$ cat src/rtl/sale_dispense.sv
// Dispense back end: queues drink/change commands from the vending controller and runs them out to
// the drink motors and coin ejector over a strobe/ack handshake, tracking stock, coins and fault flags.
module sale_dispense #(
    parameter int FIFO_DEPTH = 4,
    parameter int STOCK_INIT = 8,
    parameter int CNT_W      = 4,
    parameter int TMO_CYC    = 15
) (
    input  logic             clk,
    input  logic             rst_n,
    input  logic [1:0]       drinks_in,
    input  logic             change_in,
    input  logic             vend_ack,
    input  logic             coin_ack,
    input  logic             restock,
    input  logic             clr_flags,
    output logic             vend_5,
    output logic             vend_10,
    output logic             coin_eject,
    output logic [CNT_W-1:0] stock_5,
    output logic [CNT_W-1:0] stock_10,
    output logic [CNT_W-1:0] coins,
    output logic             busy,
    output logic             overflow,
    output logic             err,
    output logic             fault
);
    localparam int AW = $clog2(FIFO_DEPTH);
    localparam int TW = $clog2(TMO_CYC + 1);
    localparam logic [CNT_W-1:0] INIT_C   = CNT_W'(STOCK_INIT);
    localparam logic [TW-1:0]    TMO_LAST = TW'(TMO_CYC - 1);
    localparam logic [AW:0]      DEPTH_C  = (AW + 1)'(FIFO_DEPTH);

    typedef enum logic [1:0] {IDLE, VEND, CHANGE, HALT} state_t;

    state_t           state_q, state_d;
    logic             vend_5_q, vend_5_d, vend_10_q, vend_10_d, coin_eject_q, coin_eject_d;
    logic [TW-1:0]    timer_q, timer_d;
    logic             chg_pend_q, chg_pend_d;
    logic [CNT_W-1:0] stock_5_q, stock_5_d, stock_10_q, stock_10_d, coins_q, coins_d;
    logic             overflow_q, overflow_d, err_q, err_d, fault_q, fault_d, busy_q, busy_d;
    logic [AW-1:0]    wr_q, wr_d, rd_q, rd_d;
    logic [AW:0]      count_q, count_d;
    logic [2:0]       mem_q [FIFO_DEPTH];

    logic             req_s, full_s, push_s, pop_s, err_set_s, fault_set_s;
    logic [2:0]       entry_s, head_s;

    assign req_s   = (drinks_in != 2'd0) || change_in;
    assign full_s  = (count_q == DEPTH_C);
    assign push_s  = req_s && !full_s;
    assign entry_s = {(drinks_in == 2'd3) ? 2'd0 : drinks_in, change_in};
    assign head_s  = mem_q[rd_q];
    assign pop_s   = (state_q == IDLE) && (count_q != '0) && !fault_q;

    // Next-state for sequencer, counters, queue pointers and sticky flags
    always_comb begin
        state_d      = state_q;
        vend_5_d     = vend_5_q;
        vend_10_d    = vend_10_q;
        coin_eject_d = coin_eject_q;
        timer_d      = timer_q;
        chg_pend_d   = chg_pend_q;
        stock_5_d    = stock_5_q;
        stock_10_d   = stock_10_q;
        coins_d      = coins_q;
        err_set_s    = (drinks_in == 2'd3);
        fault_set_s  = 1'b0;
        case (state_q)
            IDLE: begin
                if (pop_s) begin
                    chg_pend_d = head_s[0];
                    timer_d    = '0;
                    if ((head_s[2:1] == 2'd1) && (stock_5_q != '0)) begin
                        state_d  = VEND;
                        vend_5_d = 1'b1;
                    end else if ((head_s[2:1] == 2'd2) && (stock_10_q != '0)) begin
                        state_d   = VEND;
                        vend_10_d = 1'b1;
                    end else begin
                        // Sold-out drink is skipped but its change part still runs
                        if (head_s[2:1] != 2'd0) begin
                            err_set_s = 1'b1;
                        end else begin
                            err_set_s = err_set_s;
                        end
                        if (head_s[0] && (coins_q != '0)) begin
                            state_d      = CHANGE;
                            coin_eject_d = 1'b1;
                        end else if (head_s[0]) begin
                            err_set_s = 1'b1;
                        end else begin
                            state_d = IDLE;
                        end
                    end
                end else begin
                    state_d = IDLE;
                end
            end
            VEND: begin
                if (vend_ack) begin
                    vend_5_d  = 1'b0;
                    vend_10_d = 1'b0;
                    if (vend_5_q) begin
                        stock_5_d = stock_5_q - CNT_W'(1);
                    end else begin
                        stock_10_d = stock_10_q - CNT_W'(1);
                    end
                    // CHANGE is entered with the ejector still low, giving the one-cycle gap
                    if (chg_pend_q && (coins_q != '0)) begin
                        state_d = CHANGE;
                    end else begin
                        state_d   = IDLE;
                        err_set_s = err_set_s | chg_pend_q;
                    end
                end else if (timer_q == TMO_LAST) begin
                    vend_5_d    = 1'b0;
                    vend_10_d   = 1'b0;
                    fault_set_s = 1'b1;
                    state_d     = HALT;
                end else begin
                    timer_d = timer_q + TW'(1);
                end
            end
            CHANGE: begin
                if (!coin_eject_q) begin
                    coin_eject_d = 1'b1;
                    timer_d      = '0;
                end else if (coin_ack) begin
                    coin_eject_d = 1'b0;
                    coins_d      = coins_q - CNT_W'(1);
                    state_d      = IDLE;
                end else if (timer_q == TMO_LAST) begin
                    coin_eject_d = 1'b0;
                    fault_set_s  = 1'b1;
                    state_d      = HALT;
                end else begin
                    timer_d = timer_q + TW'(1);
                end
            end
            HALT: begin
                if (clr_flags) begin
                    state_d = IDLE;
                end else begin
                    state_d = HALT;
                end
            end
            default: begin
                state_d = IDLE;
            end
        endcase

        if (restock) begin
            stock_5_d  = INIT_C;
            stock_10_d = INIT_C;
            coins_d    = INIT_C;
        end else begin
            stock_5_d  = stock_5_d;
        end

        if (push_s) begin
            wr_d = wr_q + AW'(1);
        end else begin
            wr_d = wr_q;
        end
        if (pop_s) begin
            rd_d = rd_q + AW'(1);
        end else begin
            rd_d = rd_q;
        end
        count_d = count_q + (AW + 1)'(push_s) - (AW + 1)'(pop_s);

        overflow_d = (overflow_q && !clr_flags) || (req_s && full_s);
        err_d      = (err_q && !clr_flags) || err_set_s;
        fault_d    = (fault_q && !clr_flags) || fault_set_s;
        busy_d     = (state_d != IDLE) || (count_d != '0);
    end

    // Sequencer, counter, pointer and flag registers
    always_ff @(posedge clk or negedge rst_n) begin
        if (!rst_n) begin
            state_q      <= IDLE;
            vend_5_q     <= 1'b0;
            vend_10_q    <= 1'b0;
            coin_eject_q <= 1'b0;
            timer_q      <= '0;
            chg_pend_q   <= 1'b0;
            stock_5_q    <= INIT_C;
            stock_10_q   <= INIT_C;
            coins_q      <= INIT_C;
            overflow_q   <= 1'b0;
            err_q        <= 1'b0;
            fault_q      <= 1'b0;
            busy_q       <= 1'b0;
            wr_q         <= '0;
            rd_q         <= '0;
            count_q      <= '0;
        end else begin
            state_q      <= state_d;
            vend_5_q     <= vend_5_d;
            vend_10_q    <= vend_10_d;
            coin_eject_q <= coin_eject_d;
            timer_q      <= timer_d;
            chg_pend_q   <= chg_pend_d;
            stock_5_q    <= stock_5_d;
            stock_10_q   <= stock_10_d;
            coins_q      <= coins_d;
            overflow_q   <= overflow_d;
            err_q        <= err_d;
            fault_q      <= fault_d;
            busy_q       <= busy_d;
            wr_q         <= wr_d;
            rd_q         <= rd_d;
            count_q      <= count_d;
        end
    end

    // Command queue storage
    always_ff @(posedge clk or negedge rst_n) begin
        if (!rst_n) begin
            for (int i = 0; i < FIFO_DEPTH; i++) begin
                mem_q[i] <= 3'b000;
            end
        end else if (push_s) begin
            mem_q[wr_q] <= entry_s;
        end
    end

    assign vend_5     = vend_5_q;
    assign vend_10    = vend_10_q;
    assign coin_eject = coin_eject_q;
    assign stock_5    = stock_5_q;
    assign stock_10   = stock_10_q;
    assign coins      = coins_q;
    assign busy       = busy_q;
    assign overflow   = overflow_q;
    assign err        = err_q;
    assign fault      = fault_q;
endmodule
$ cat config.mk
export PLATFORM = sky130hd
export DESIGN_NAME = sale_dispense
export DESIGN_NICKNAME = d
export VERILOG_FILES = /design/src/rtl/sale_dispense.sv
export SDC_FILE = /design/constraint.sdc
export NUM_CORES = 1
export LEC_CHECK = 0
export CORE_MARGIN = 2
export CORE_UTILIZATION = 46
export CTS_CLUSTER_DIAMETER = 200
export DETAILED_ROUTE_END_ITERATION = 8
export PLACE_DENSITY = 0.77
export SETUP_SLACK_MARGIN = 0.05
export SLEW_MARGIN = 0
export SYNTH_ARGS = -nofsm -noshare
export SYNTH_HDL_FRONTEND = slang
export SYNTH_SLANG_ARGS = --single-unit
$ cat constraint.sdc
create_clock -name clk -period 7.63 [get_ports clk]
set_input_delay 1.526 -clock clk [delete_from_list [all_inputs] [get_ports clk]]
set_output_delay 1.526 -clock clk [all_outputs]
set_load 0.01 [all_outputs]
Word-level counts from Yosys, hierarchy flattened
Index checks and enable logic that the tools add are counted.

$lt $le $gt $ge: 3. Reductions and logical operators: 46. Add/subtract/negate cells: 8. Eq/ne operators: 18. Mux-type cells: 68. Bitwise gates (word level): 3.

Operators with widths (count): $mux 4 (17); $mux 1 (26); $mux 2 (12); $reduce_bool 2->1 (11); $bwmux 12 (1); $logic_and 1x1->1 (12); $pmux 4 s3 (1); $reduce_bool 4->1 (3); $sub 4x1->4 const B (3); $ne 2x2->1 const B (5); $pmux 1 s2 (5); $reduce_and 5->1 (2); $mux 3 (3); $reduce_and 3->1 (3); $reduce_bool 3->1 (3); $eq 2x2->1 const B (4); $pmux 2 s4 (1); $reduce_and 4->1 (2); $bmux 3 s2 (1); $demux 3 s2 (1); $ge 3x3->1 const B (2); $ne 2x1->1 const B (3); $ne 3x3->1 const B (2); $not 2->3 (2); 13 further kinds (21).

Bits in registers: 45. Output and inout bits: 19. Logic and storage cells: 166.

Longest topological paths before layout
Depth after elaboration: 13. Gate-level depth with buffers: 11. Depth with buffers taken out: 10.

Worst setup path after synthesis
OpenSTA, ideal clock, no wires.

Kind: input port to flip-flop. From: input port drinks_in[1]. To: register busy_q, in the netlist busy. Setup time: 0.131 ns. Data required time: 7.499 ns. Slack: 3.915 ns. Stages on the path: 10. Path buffers: 0. Arrival time: 3.583 ns. Cells stage by stage: nor3_1 a21oi_1 inv_1 ha_1 inv_1 ha_1 fa_1 xnor2_1 or3_1 or3_1.

Word-level cells in the longest chain between the ends: 7.

Ends and longest elaborated chain: from (decl) (RTL line 11) `input logic [1:0] drinks_in,`; $reduce_bool 2->1 (RTL line 49) `assign req_s = (drinks_in != 2'd0) || change_in;`; $logic_or 1x1->1 (RTL line 49); $logic_and 1x1->1 (RTL line 51) `assign push_s = req_s && !full_s;`; $add 3x1->3 (RTL line 171) `count_d = count_q + (AW + 1)'(push_s) - (AW + 1)'(pop_s);`; $sub 3x1->3 (RTL line 171); net count_d[2] (RTL line 43) `logic [AW:0] count_q, count_d;`; $reduce_bool 3->1 (RTL line 176) `busy_d = (state_d != IDLE) || (count_d != '0);`; $logic_or 1x1->1 (RTL line 176); net busy_d (RTL line 41) `logic overflow_q, overflow_d, err_q, err_d, fault_q, fault_d, busy_q, busy_d;`; to (signal assigned) (RTL line 211) `busy_q <= busy_d;`; to (decl) (RTL line 41).

The timed path passes the listed nets, and every way through them passes these cells. A chain may end at the register's enable or synchronous reset.

Worst setup path after layout
From: input port change_in. To: register busy_q, in the netlist busy.

Word-level cells in the longest chain between the ends: 6.

Ends and longest elaborated chain: from (decl) (RTL line 12) `input logic change_in,`; $logic_or 1x1->1 (RTL line 49); $logic_and 1x1->1 (RTL line 51); $add 3x1->3 (RTL line 171); $sub 3x1->3 (RTL line 171); net count_d[2] (RTL line 43); $reduce_bool 3->1 (RTL line 176); $logic_or 1x1->1 (RTL line 176); net busy_d (RTL line 41).

The timed path passes the listed nets, and every way through them passes these cells.

==> flow_summary_export.csv <==
group,metric,value,unit
timing,fmax,240,MHz
worst_setup_path,cp-endpoint,"busy",
global_route,grt_use_total,0.173,
worst_setup_path,startpoint_type,"primary input",
run,cap_violations,0,
clocking,cts_setup_buffers,0,
drt,drt-vias-per-instance,5.35,
pwr,p_leak,1.31,nW
layout,fill_cells,481,
timing,skew,0.0126,ns
pwr,ir_drop,0.241,mV
die,core,0.00514,mm^2
synthesis,syn_inst,234,
worst_setup_path,worst-setup-path-type,"primary input to register",
clocking,cts_hold_buf,0,
timing,slew_viol_final,0,
synthesis,synth_cell_types,49,
die,fp.dieH,77.4,um
placed_design,io_buffers,27,
synthesis,yosys-top-cells-count,"dfrtp_1, ha_1, inv_1, nor2_1, nand2_1",
drt,drt_wl_total,4780,um
synthesis,synth.most_common_cell,"dfrtp_1",
worst_setup_path,crit_path_end_kind,"register",
synthesis,yosysSeqAreaShare,0.456,
clocking,clk_pin_slew_worst_paths,0.09,ns
timing,post-route-period-util,0.545,
layout,area_growth,17.7,%
clocking,clockBufferDepth,2,
die,initial_core_util,0.482,
worst_setup_path,critPathArrivalTime,4.35,ns
timing,postLayoutSetupSlackWorst,3.47,ns
clocking,cts_tree,"done",
synthesis,synth_top_area_frac,0.424,
drt,final_antenna_net_count,0,
die,row_count,26,
worst_setup_path,cp_max_fo,8,
worst_setup_path,worst-path-buf-inv,3,
timing,hold_violations,0,
layout,fin_nets,292,
worst_setup_path,r2r_cells,10,
placed_design,routabilityCongestion,0.789,
placed_design,dp_hpwl,3520,um
die,boundaryPins,28,
placed_design,place_ws,3.16,ns
synthesis,syn-num-nets,263,
synthesis,yosys_warnings,0,
drt,drcViolationCount,0,
drt,drtIter0Drc,49,
drt,first_pass_iters,4,
drt,via_count,1786,
pwr,power,1.05,mW
timing,worstMarginPinSlew,0.988,ns
synthesis,synth_ff_type,"dfrtp_1",
pwr,power_density,358,mW/mm^2
worst_setup_path,r2r_setup_slack,4.68,ns
worst_setup_path,cpMaxStageDelayCell,"clkdlybuf4s50_1",
clocking,ctsResizeCount,0,
synthesis,yosys.area.top_type,"dfrtp_1",
worst_setup_path,worst-path-stages,11,
worst_setup_path,path_delay_family,"adder cells",
drt,wl_per_cell,14.3,um
timing,min_period,4.16,ns
timing,timing.setup.tns,0,ns
synthesis,synth-edff-count,0,
clocking,clock_sinks,45,
min_path,hold_path.class,"register to register",
clocking,clockRootBuffer,"clkbuf_8",
worst_setup_path,timing.rr.end,"busy",
global_route,gr-total-overflow,0,
worst_setup_path,slowest_delay,0.54,ns
timing,setup_violations,0,
synthesis,syn_area,0.00248,mm^2
global_route,antenna_found_initial,0,
layout,drive_gt1_frac,0.0985,
worst_setup_path,required,7.82,ns
worst_setup_path,startpoint,"change_in",
status,run_status,"finished clean",
timing,grt_setup_unrepaired,"false",
global_route,grt_pass1_wl,8220,um
synthesis,synth-seq-cells,45,
die,fp.dieW,77.4,um
worst_setup_path,crit_chain,"clkdlybuf4s50_1 -> nor3_1 -> a21oi_1 -> inv_1 -> ha_1 -> inv_1 -> ha_1 -> fa_1 -> xnor2_1 -> or3_1 -> or3_1",
synthesis,avgSynthCellArea,10.6,um^2
clocking,h-tree-depth,2,
layout,utilization,0.567,
clocking,cts_buffers,5,
worst_setup_path,r2r_start,"state_q[0]",
timing,maxSlewHeadroom,0.342,
layout,final_cells,334,
placed_design,numPlacedInstances,326,
die,die-area,0.00599,mm^2
layout,diodes,0,
synthesis,synthTopCellsByArea,"dfrtp_1, ha_1, mux2_1, dfstp_2, xnor2_1",
global_route,grt_max_degree,46,
global_route,grt_pass1_vias,1776,
clocking,worstSkewPairLatency,0.30,ns
synthesis,async_flop_share,1.00,
==> worst min-delay path by stage <==
stage / startpoint / to / slack [ns] / cells after the start
final: mem_q[0] / mem_q[0] / 0.50 / 1
after global routing: mem_q[0] / mem_q[0] / 0.51 / 1
after CTS: mem_q[0] / mem_q[0] / 0.50 / 1
after global placement: mem_q[4] / mem_q[4] / 0.48 / 1
after floorplan: mem_q[3] / mem_q[3] / 0.46 / 1
after detailed placement: mem_q[0] / mem_q[0] / 0.48 / 1
==> metal layers <==
layer	global-route usage	vias to the layer above	routed length, um
li1	-	872	-
met1	0.229	871	2270
met2	0.283	38	2270
met3	0.0360	5	174
met4	0.0589	0	57
met5	0	-	0
==> through the flow <==
| stage | instance area (um^2) | hold slack [ns] |
|---|---|---|
| final | 2920 | 0.497 |
| after global routing | 2920 | 0.515 |
| after CTS | 2920 | 0.500 |
| after detailed placement | 2800 | 0.480 |
| after global placement | 2800 | 0.476 |
| after floorplan | 2480 | 0.459 |
==> layout make-up <==
class | count | area, um^2 | share of cell area
Clock buffer | 6 | 82.6 | 0.0283
Clock inverter | 2 | 37.5 | 0.0129
Inverter | 18 | 67.6 | 0.0232
Multi-Input combinational cell | 165 | 1240 | 0.425
Sequential cell | 45 | 1130 | 0.387
Tap cell | 70 | 87.6 | 0.0300
Timing Repair Buffer | 28 | 273 | 0.0935
==> layout by cell type, fill, tap and decap left out, types with 3 or more instances in the layout <==
master           instances
dfstp_2                  3
mux2i_1                  3
xor2_1                   5
o21ai_0                 10
and3_1                   4
clkbuf_8                 6
nand2b_1                 4
clkdlybuf4s50_1         26
a21oi_1                 12
mux2_2                   4
nor3_1                   4
mux2_1                  10
xnor2_1                  8
ha_1                    19
nor2_1                  18
nand3b_1                 3
nand3_1                  6
dfrtp_1                 42
nand2_1                 17
or3_1                    3
inv_1                   18
==> kinds of logic after synthesis <==
logic type      count (synthesis)  synth area share
mux                            19            0.0909
buf+inv                        24            0.0439
fa+ha+maj                      20             0.104
simple gates                   71             0.147
xor+xnor                       13            0.0460
compound gates                 42             0.112
flops                          45             0.456
==> sequential cells by signal, summed over array words and instances (netlist names), 2 cells and up <==
signal	cells
rd_q	2
timer_q	4
count_q	3
wr_q	2
stock_10	4
stock_5	4
mem_q	12
coins	4
state_q	2
==> report_power, final <==
group	internal [mW]	total, mW	leakage (nW)	switching [mW]
logic	0.228	0.461	0.694	0.232
registers	0.322	0.394	0.559	0.0721
clock network	0.107	0.190	0.0574	0.0839
No activity file was read; power rests on OpenSTA's default activity.
